`config.mk`:
```
export PLATFORM = sky130hd
export DESIGN_NAME = tdc_result_reader
export DESIGN_NICKNAME = d
export VERILOG_FILES = /design/src/rtl/tdc_result_reader_pkg.sv /design/src/rtl/tdc_result_reader_spi_shift_engine.sv /design/src/rtl/tdc_result_reader.sv
export SDC_FILE = /design/constraint.sdc
export NUM_CORES = 1
export LEC_CHECK = 0
export CAP_MARGIN = 20
export CORE_MARGIN = 1.5
export CORE_UTILIZATION = 49
export CTS_CLUSTER_DIAMETER = 40
export DETAILED_ROUTE_END_ITERATION = 8
export PLACE_DENSITY = 0.8
export SLEW_MARGIN = 0
export SYNTH_ARGS = -nofsm -noshare
export SYNTH_HDL_FRONTEND = slang
export SYNTH_HIERARCHICAL = 1
export SYNTH_SLANG_ARGS = --single-unit
```
`constraint.sdc`:
```
create_clock -name clk -period 3.1 [get_ports clk]
set_input_delay 0.62 -clock clk [delete_from_list [all_inputs] [get_ports clk]]
set_output_delay 0.62 -clock clk [all_outputs]
set_load 0.02 [all_outputs]
```
`src/rtl/tdc_result_reader_pkg.sv`:
```
// Shared constants and state encoding for the TDC result reader.
// DATA_W is also used by the downstream data-handling stage.
package tdc_result_reader_pkg;

  localparam int DATA_W = 28;
  localparam int RX_W   = 32;
  localparam int NB_W   = 6;

  localparam logic [7:0] TDC_OP_RD_RES0 = 8'hB0;
  localparam logic [7:0] TDC_OP_INIT    = 8'h70;

  typedef enum logic [7:0] {
    ST_IDLE      = 8'b0000_0001,
    ST_CS_SETUP  = 8'b0000_0010,
    ST_SEND_RD   = 8'b0000_0100,
    ST_RECV      = 8'b0000_1000,
    ST_GAP1      = 8'b0001_0000,
    ST_INIT_CS   = 8'b0010_0000,
    ST_SEND_INIT = 8'b0100_0000,
    ST_GAP2      = 8'b1000_0000
  } state_e;

endpackage

```
`src/rtl/tdc_result_reader_spi_shift_engine.sv`:
```
// SPI mode-1 bit engine: SCK divider plus MSB-first tx/rx shift registers.
// done is high in the last clk cycle of the last bit so a new start can follow seamlessly.
module spi_shift_engine
  import tdc_result_reader_pkg::*;
#(
  parameter int CLK_DIV = 4
) (
  input  logic              clk,
  input  logic              reset_n,
  input  logic              start,
  input  logic [NB_W-1:0]   nbits,
  input  logic [7:0]        tx_byte,
  input  logic              miso,
  output logic              sck,
  output logic              mosi,
  output logic [RX_W-1:0]   rx_word,
  output logic              done
);

  localparam int DIV_W = $clog2(CLK_DIV + 1);
  localparam logic [DIV_W-1:0] DIV_LOAD = DIV_W'(CLK_DIV - 1);

  logic              active_q, active_d;
  logic              phase_q, phase_d;
  logic [DIV_W-1:0]  div_q, div_d;
  logic [NB_W-1:0]   bit_q, bit_d;
  logic [7:0]        tx_q, tx_d;
  logic [RX_W-1:0]   rx_q, rx_d;

  always_ff @(posedge clk or negedge reset_n) begin
    if (!reset_n) begin
      active_q <= 1'b0;
      phase_q  <= 1'b0;
      div_q    <= '0;
      bit_q    <= '0;
      tx_q     <= '0;
      rx_q     <= '0;
    end else begin
      active_q <= active_d;
      phase_q  <= phase_d;
      div_q    <= div_d;
      bit_q    <= bit_d;
      tx_q     <= tx_d;
      rx_q     <= rx_d;
    end
  end

  // phase_q = 0 is the SCK high half, which comes first in every bit
  always_comb begin
    active_d = active_q;
    phase_d  = phase_q;
    div_d    = div_q;
    bit_d    = bit_q;
    tx_d     = tx_q;
    rx_d     = rx_q;
    if (start) begin
      active_d = 1'b1;
      phase_d  = 1'b0;
      div_d    = DIV_LOAD;
      bit_d    = nbits - NB_W'(1);
      tx_d     = tx_byte;
    end else if (active_q) begin
      if (div_q != '0) begin
        div_d = div_q - DIV_W'(1);
      end else if (!phase_q) begin
        phase_d = 1'b1;
        div_d   = DIV_LOAD;
        rx_d    = {rx_q[RX_W-2:0], miso};
      end else if (bit_q == '0) begin
        active_d = 1'b0;
      end else begin
        phase_d = 1'b0;
        div_d   = DIV_LOAD;
        bit_d   = bit_q - NB_W'(1);
        tx_d    = {tx_q[6:0], 1'b0};
      end
    end
  end

  assign done    = active_q && phase_q && (div_q == '0) && (bit_q == '0);
  assign sck     = active_q && !phase_q;
  assign mosi    = active_q && tx_q[7];
  assign rx_word = rx_q;

endmodule

```
`src/rtl/tdc_result_reader.sv`:
```
// TDC result reader: on interrupt, reads result register 0 over SPI,
// strobes the low 28 bits downstream, then re-arms the TDC.
//
// state        | meaning
// IDLE         | waiting for irq with enable high
// CS_SETUP     | CS low, setup time before read opcode
// SEND_RD      | shifting out read opcode
// RECV         | shifting in 32-bit result
// GAP1         | CS high between frames, result strobed on entry
// INIT_CS      | CS low, setup time before init opcode
// SEND_INIT    | shifting out init opcode
// GAP2         | CS high before returning to idle
module tdc_result_reader
  import tdc_result_reader_pkg::*;
#(
  parameter int         CLK_DIV     = 4,
  parameter logic [7:0] RD_OPCODE   = TDC_OP_RD_RES0,
  parameter logic [7:0] INIT_OPCODE = TDC_OP_INIT
) (
  input  logic              clk,
  input  logic              reset_n,
  input  logic              enable,
  input  logic              tdc_intn,
  output logic              spi_ssn,
  output logic              spi_sck,
  output logic              spi_mosi,
  input  logic              spi_miso,
  output logic [DATA_W-1:0] data_out,
  output logic              alu_triger,
  output logic              busy,
  output logic              overrun
);

  localparam int TMR_W = $clog2(2 * CLK_DIV + 1);
  localparam logic [TMR_W-1:0] TMR_SETUP = TMR_W'(CLK_DIV - 1);
  localparam logic [TMR_W-1:0] TMR_GAP   = TMR_W'(2 * CLK_DIV - 1);
  // one extra cycle of CS setup ahead of the init frame
  localparam logic [TMR_W-1:0] TMR_INIT  = TMR_W'(CLK_DIV);

  state_e            state_q, state_d;
  logic [TMR_W-1:0]  tmr_q, tmr_d;
  logic [2:0]        sync_q, sync_d;
  logic              irq_q, irq_d;
  logic [DATA_W-1:0] data_out_q, data_out_d;
  logic              alu_triger_q, alu_triger_d;
  logic              overrun_q, overrun_d;

  logic              eng_start;
  logic [NB_W-1:0]   eng_nbits;
  logic [7:0]        eng_tx;
  logic [RX_W-1:0]   eng_rx;
  logic              eng_done;
  logic [RX_W-DATA_W-1:0] rx_unused;

  spi_shift_engine #(
    .CLK_DIV (CLK_DIV)
  ) u_engine (
    .clk     (clk),
    .reset_n (reset_n),
    .start   (eng_start),
    .nbits   (eng_nbits),
    .tx_byte (eng_tx),
    .miso    (spi_miso),
    .sck     (spi_sck),
    .mosi    (spi_mosi),
    .rx_word (eng_rx),
    .done    (eng_done)
  );

  // top status nibble of the result register is not forwarded
  assign rx_unused = eng_rx[RX_W-1:DATA_W];

  always_ff @(posedge clk or negedge reset_n) begin
    if (!reset_n) begin
      state_q      <= ST_IDLE;
      tmr_q        <= '0;
      sync_q       <= 3'b111;
      irq_q        <= 1'b0;
      data_out_q   <= '0;
      alu_triger_q <= 1'b0;
      overrun_q    <= 1'b0;
    end else begin
      state_q      <= state_d;
      tmr_q        <= tmr_d;
      sync_q       <= sync_d;
      irq_q        <= irq_d;
      data_out_q   <= data_out_d;
      alu_triger_q <= alu_triger_d;
      overrun_q    <= overrun_d;
    end
  end

  always_comb begin
    state_d   = state_q;
    tmr_d     = tmr_q;
    eng_start = 1'b0;
    eng_nbits = NB_W'(8);
    eng_tx    = '0;
    unique case (state_q)
      ST_IDLE: begin
        if (irq_q && enable) begin
          state_d = ST_CS_SETUP;
          tmr_d   = TMR_SETUP;
        end
      end
      ST_CS_SETUP: begin
        if (tmr_q == '0) begin
          eng_start = 1'b1;
          eng_tx    = RD_OPCODE;
          state_d   = ST_SEND_RD;
        end else begin
          tmr_d = tmr_q - TMR_W'(1);
        end
      end
      ST_SEND_RD: begin
        if (eng_done) begin
          eng_start = 1'b1;
          eng_nbits = NB_W'(RX_W);
          state_d   = ST_RECV;
        end
      end
      ST_RECV: begin
        if (eng_done) begin
          state_d = ST_GAP1;
          tmr_d   = TMR_GAP;
        end
      end
      ST_GAP1: begin
        if (tmr_q == '0) begin
          state_d = ST_INIT_CS;
          tmr_d   = TMR_INIT;
        end else begin
          tmr_d = tmr_q - TMR_W'(1);
        end
      end
      ST_INIT_CS: begin
        if (tmr_q == '0) begin
          eng_start = 1'b1;
          eng_tx    = INIT_OPCODE;
          state_d   = ST_SEND_INIT;
        end else begin
          tmr_d = tmr_q - TMR_W'(1);
        end
      end
      ST_SEND_INIT: begin
        if (eng_done) begin
          state_d = ST_GAP2;
          tmr_d   = TMR_GAP;
        end
      end
      ST_GAP2: begin
        if (tmr_q == '0) begin
          state_d = ST_IDLE;
        end else begin
          tmr_d = tmr_q - TMR_W'(1);
        end
      end
      default: state_d = ST_IDLE;
    endcase
  end

  always_comb begin
    spi_ssn = 1'b1;
    busy    = 1'b1;
    unique case (state_q)
      ST_IDLE:                         busy    = 1'b0;
      ST_CS_SETUP, ST_SEND_RD, ST_RECV,
      ST_INIT_CS, ST_SEND_INIT:        spi_ssn = 1'b0;
      default:                         spi_ssn = 1'b1;
    endcase
  end

  // sync_q[2] is the previous synchronized level, so irq marks a falling edge
  always_comb begin
    sync_d       = {sync_q[1:0], tdc_intn};
    irq_d        = sync_q[2] && !sync_q[1];
    alu_triger_d = (state_q == ST_RECV) && eng_done;
    data_out_d   = alu_triger_d ? eng_rx[DATA_W-1:0] : data_out_q;
    overrun_d    = irq_q && (state_q != ST_IDLE);
  end

  assign data_out   = data_out_q;
  assign alu_triger = alu_triger_q;
  assign overrun    = overrun_q;

endmodule

```
==> results.py <==
metrics = {
    "run_status": {
        "status": "complete, no violations",
    },
    "detailed_routing": {
        "dr_total_vias": 2704,
        "drtIter0Drc": 124,
        "ant_nets": 0,
        "drc": 0,
        "firstDrtPassIters": 4,
        "vias_per_cell": 5.33,
        "wl_per_cell_um": 14.9,
        "wirelength_um": 7560,
    },
    "final_layout": {
        "syn_to_final_growth_pct": 19.7,
        "ff_latch_area_sq_mm": 0.00233,
        "multiInputGateArea_sq_mm": 0.00181,
        "diodes": 0,
        "drive_gt1_share_pct": 25.6,
        "nets": 406,
        "fillers": 633,
    },
    "sta": {
        "max_freq_mhz": 344,
        "rsz0062_at_grt": "no",
        "slew_viol_final": 0,
        "setup-tns-final_ns": 0,
        "period_needed_ns": 2.91,
        "holdWs_ns": 0.276,
        "hold_viol_final": 0,
        "finalCritPeriodShare_pct": 93.9,
        "clock_skew_ns": 0.0113,
        "finalSetupViolCount": 0,
    },
    "cts": {
        "cts_max_level": 3,
        "ctsHoldBuffers": 0,
        "insertion_delay_ns": 0.36,
        "clk_pin_slew_ns": 0.10,
        "cts_tree": "built",
        "clockBufferDepth": 2,
        "numCtsBuffers": 9,
        "root_buffer": "clkbuf_8",
        "clkSinkCount": 93,
    },
    "worst_setup_path": {
        "end_kind": "output port",
        "critPathMaxFanout": 5,
        "crit_required_ns": 2.48,
        "worstPathArrival_ns": 2.29,
        "cp-start-kind": "flip-flop",
        "criticalPathCategory": "flip-flop to output port",
    },
    "grt": {
        "grt_pass1_wl_um": 12900,
        "grt_use_total_pct": 18.5,
        "grt_max_degree": 94,
        "antenna_found_initial": 0,
        "grt_pass1_vias": 2731,
        "gr-total-overflow": 0,
    },
    "synth": {
        "synth_warnings": 6,
        "syn_avg_cell_area_sq_um": 12.4,
        "synth_area_sq_mm": 0.00417,
        "synth_cells": 335,
    },
    "floorplanning": {
        "rows": 33,
        "io_pins": 39,
        "start_util_pct": 50.8,
        "core_sq_mm": 0.00822,
        "die_area_sq_mm": 0.00907,
        "die_x_um": 95.3,
        "die_h_um": 95.3,
    },
    "place": {
        "dp_hpwl_um": 4970,
        "gp_congestion": 0.942,
        "port_buffers": 38,
    },
    "pwr": {
        "combPwrFrac_pct": 15.8,
        "ir_drop_v": 0.000300,
        "power_density_mw_per_mm2": 515,
        "p_sw_mw": 0.757,
        "p_int_mw": 1.81,
        "seqPwrFrac_pct": 53.8,
        "sw_frac_of_total_pct": 29.5,
        "power.total_mw": 2.57,
        "p_leak_nw": 2.33,
        "p_clk_share_pct": 30.5,
    },
    "job": {
        "drv_cap": 0,
    },
    "hold_path": {
        "hold_class": "input port to async pin",
    },
}
-- per-stage QoR --
| stage | utilization [%] | area (sq um) | cells | setup WS [ns] |
|---|---|---|---|---|
| 2_1_floorplan | - | 4230 | 348 | 0.0369 |
| 4_1_cts | 60.5 | 4970 | 506 | 0.0436 |
| 3_3_place_gp | 58.2 | 4780 | 490 | 0.222 |
| 6_report | 60.8 | 4990 | 507 | 0.190 |
| 3_5_place_dp | 58.2 | 4780 | 490 | 0.0647 |
| 5_1_grt | 60.8 | 4990 | 507 | 0.0309 |
-- cells in the final DEF (no fill, tap or decap), types with 4 or more instances in the layout --
| cell | count |
|---|---|
| o21ai_0 | 14 |
| dfrtp_1 | 89 |
| xnor2_1 | 5 |
| clkdlybuf4s50_1 | 36 |
| nor4_1 | 4 |
| mux2i_1 | 10 |
| nor3_1 | 6 |
| conb_1 | 14 |
| inv_1 | 10 |
| xor2_1 | 4 |
| nor2b_1 | 7 |
| mux2_2 | 54 |
| a21oi_1 | 4 |
| a21o_1 | 4 |
| buf_4 | 9 |
| nand2_1 | 25 |
| nand3_1 | 5 |
| dfstp_2 | 4 |
| nor2_1 | 14 |
| clkbuf_8 | 10 |
| and2_1 | 5 |
-- power by group through the flow --
| stage | registers [mW] | clock network, mW | logic, mW |
|---|---|---|---|
| after floorplan | 1.38 | 0 | 0.290 |
| after global placement | 1.40 | 0 | 0.391 |
| after detailed placement | 1.40 | 0 | 0.406 |
| after CTS | 1.38 | 0.801 | 0.410 |
| after global routing | 1.40 | 0.851 | 0.455 |
| final | 1.38 | 0.783 | 0.405 |
-- final timing paths --
path | from | end | slack [ns] | cells past startpoint
max | state_q[1] | spi_ssn | 0.19 | 7
min | reset_n | tmr_q[2] | 0.28 | 2
max reg2reg | state_q[1] | u_engine/bit_q[4] | 0.20 | 10
min reg2reg | sync_q[0] | sync_q[1] | 0.37 | 0
max in group asynchronous | reset_n | data_out[0] | 2.43 | 2
min in group clk | sync_q[0] | sync_q[1] | 0.37 | 0
-- flip-flops by register name (all words and copies together) (netlist names), 3 cells and up --
register and count:
u_engine/tx_q 8, u_engine/div_q 3, sync_q 3, u_engine/bit_q 6, data_out 28, state_q 8, tmr_q 4, u_engine/rx_word 28
-- cell type report --
cell class	count	share of cell area, %
Multi-Input combinational cell	234	36.3
Tap cell	105	2.63
Inverter	10	0.752
Timing Repair Buffer	49	9.77
Sequential cell	93	46.7
Clock inverter	6	1.10
Clock buffer	10	2.76
-- routing by layer --
| metal | share of wire (%) | global-route usage (%) | wire length (um) | vias up |
|---|---|---|---|---|
| met4 | 1.2 | 7.21 | 91 | 0 |
| li1 | - | - | - | 1306 |
| met5 | 0 | 0 | 0 | - |
| met3 | 5.5 | 5.34 | 414 | 9 |
| met1 | 47 | 25.2 | 3580 | 1329 |
| met2 | 46 | 27.8 | 3470 | 60 |
-- critical path, stage by stage, from the launching register on --
cell and delay (ns):
dfrtp_1 0.43, or4_4 0.58, nor3_2 0.16, nand3_1 0.14, buf_4 0.18, nand2_1 0.07, nor3_1 0.05, dlygate4sd2_1 0.32
-- what timing repair did --
item / 4_1_cts / 5_1_grt
pin swaps: 0 / 1
setup buffers: 0 / 1
endpoints found under the setup margin: 1 / 3
resized for setup: 1 / 3
Note: power is estimated with default switching activity, not from simulation.
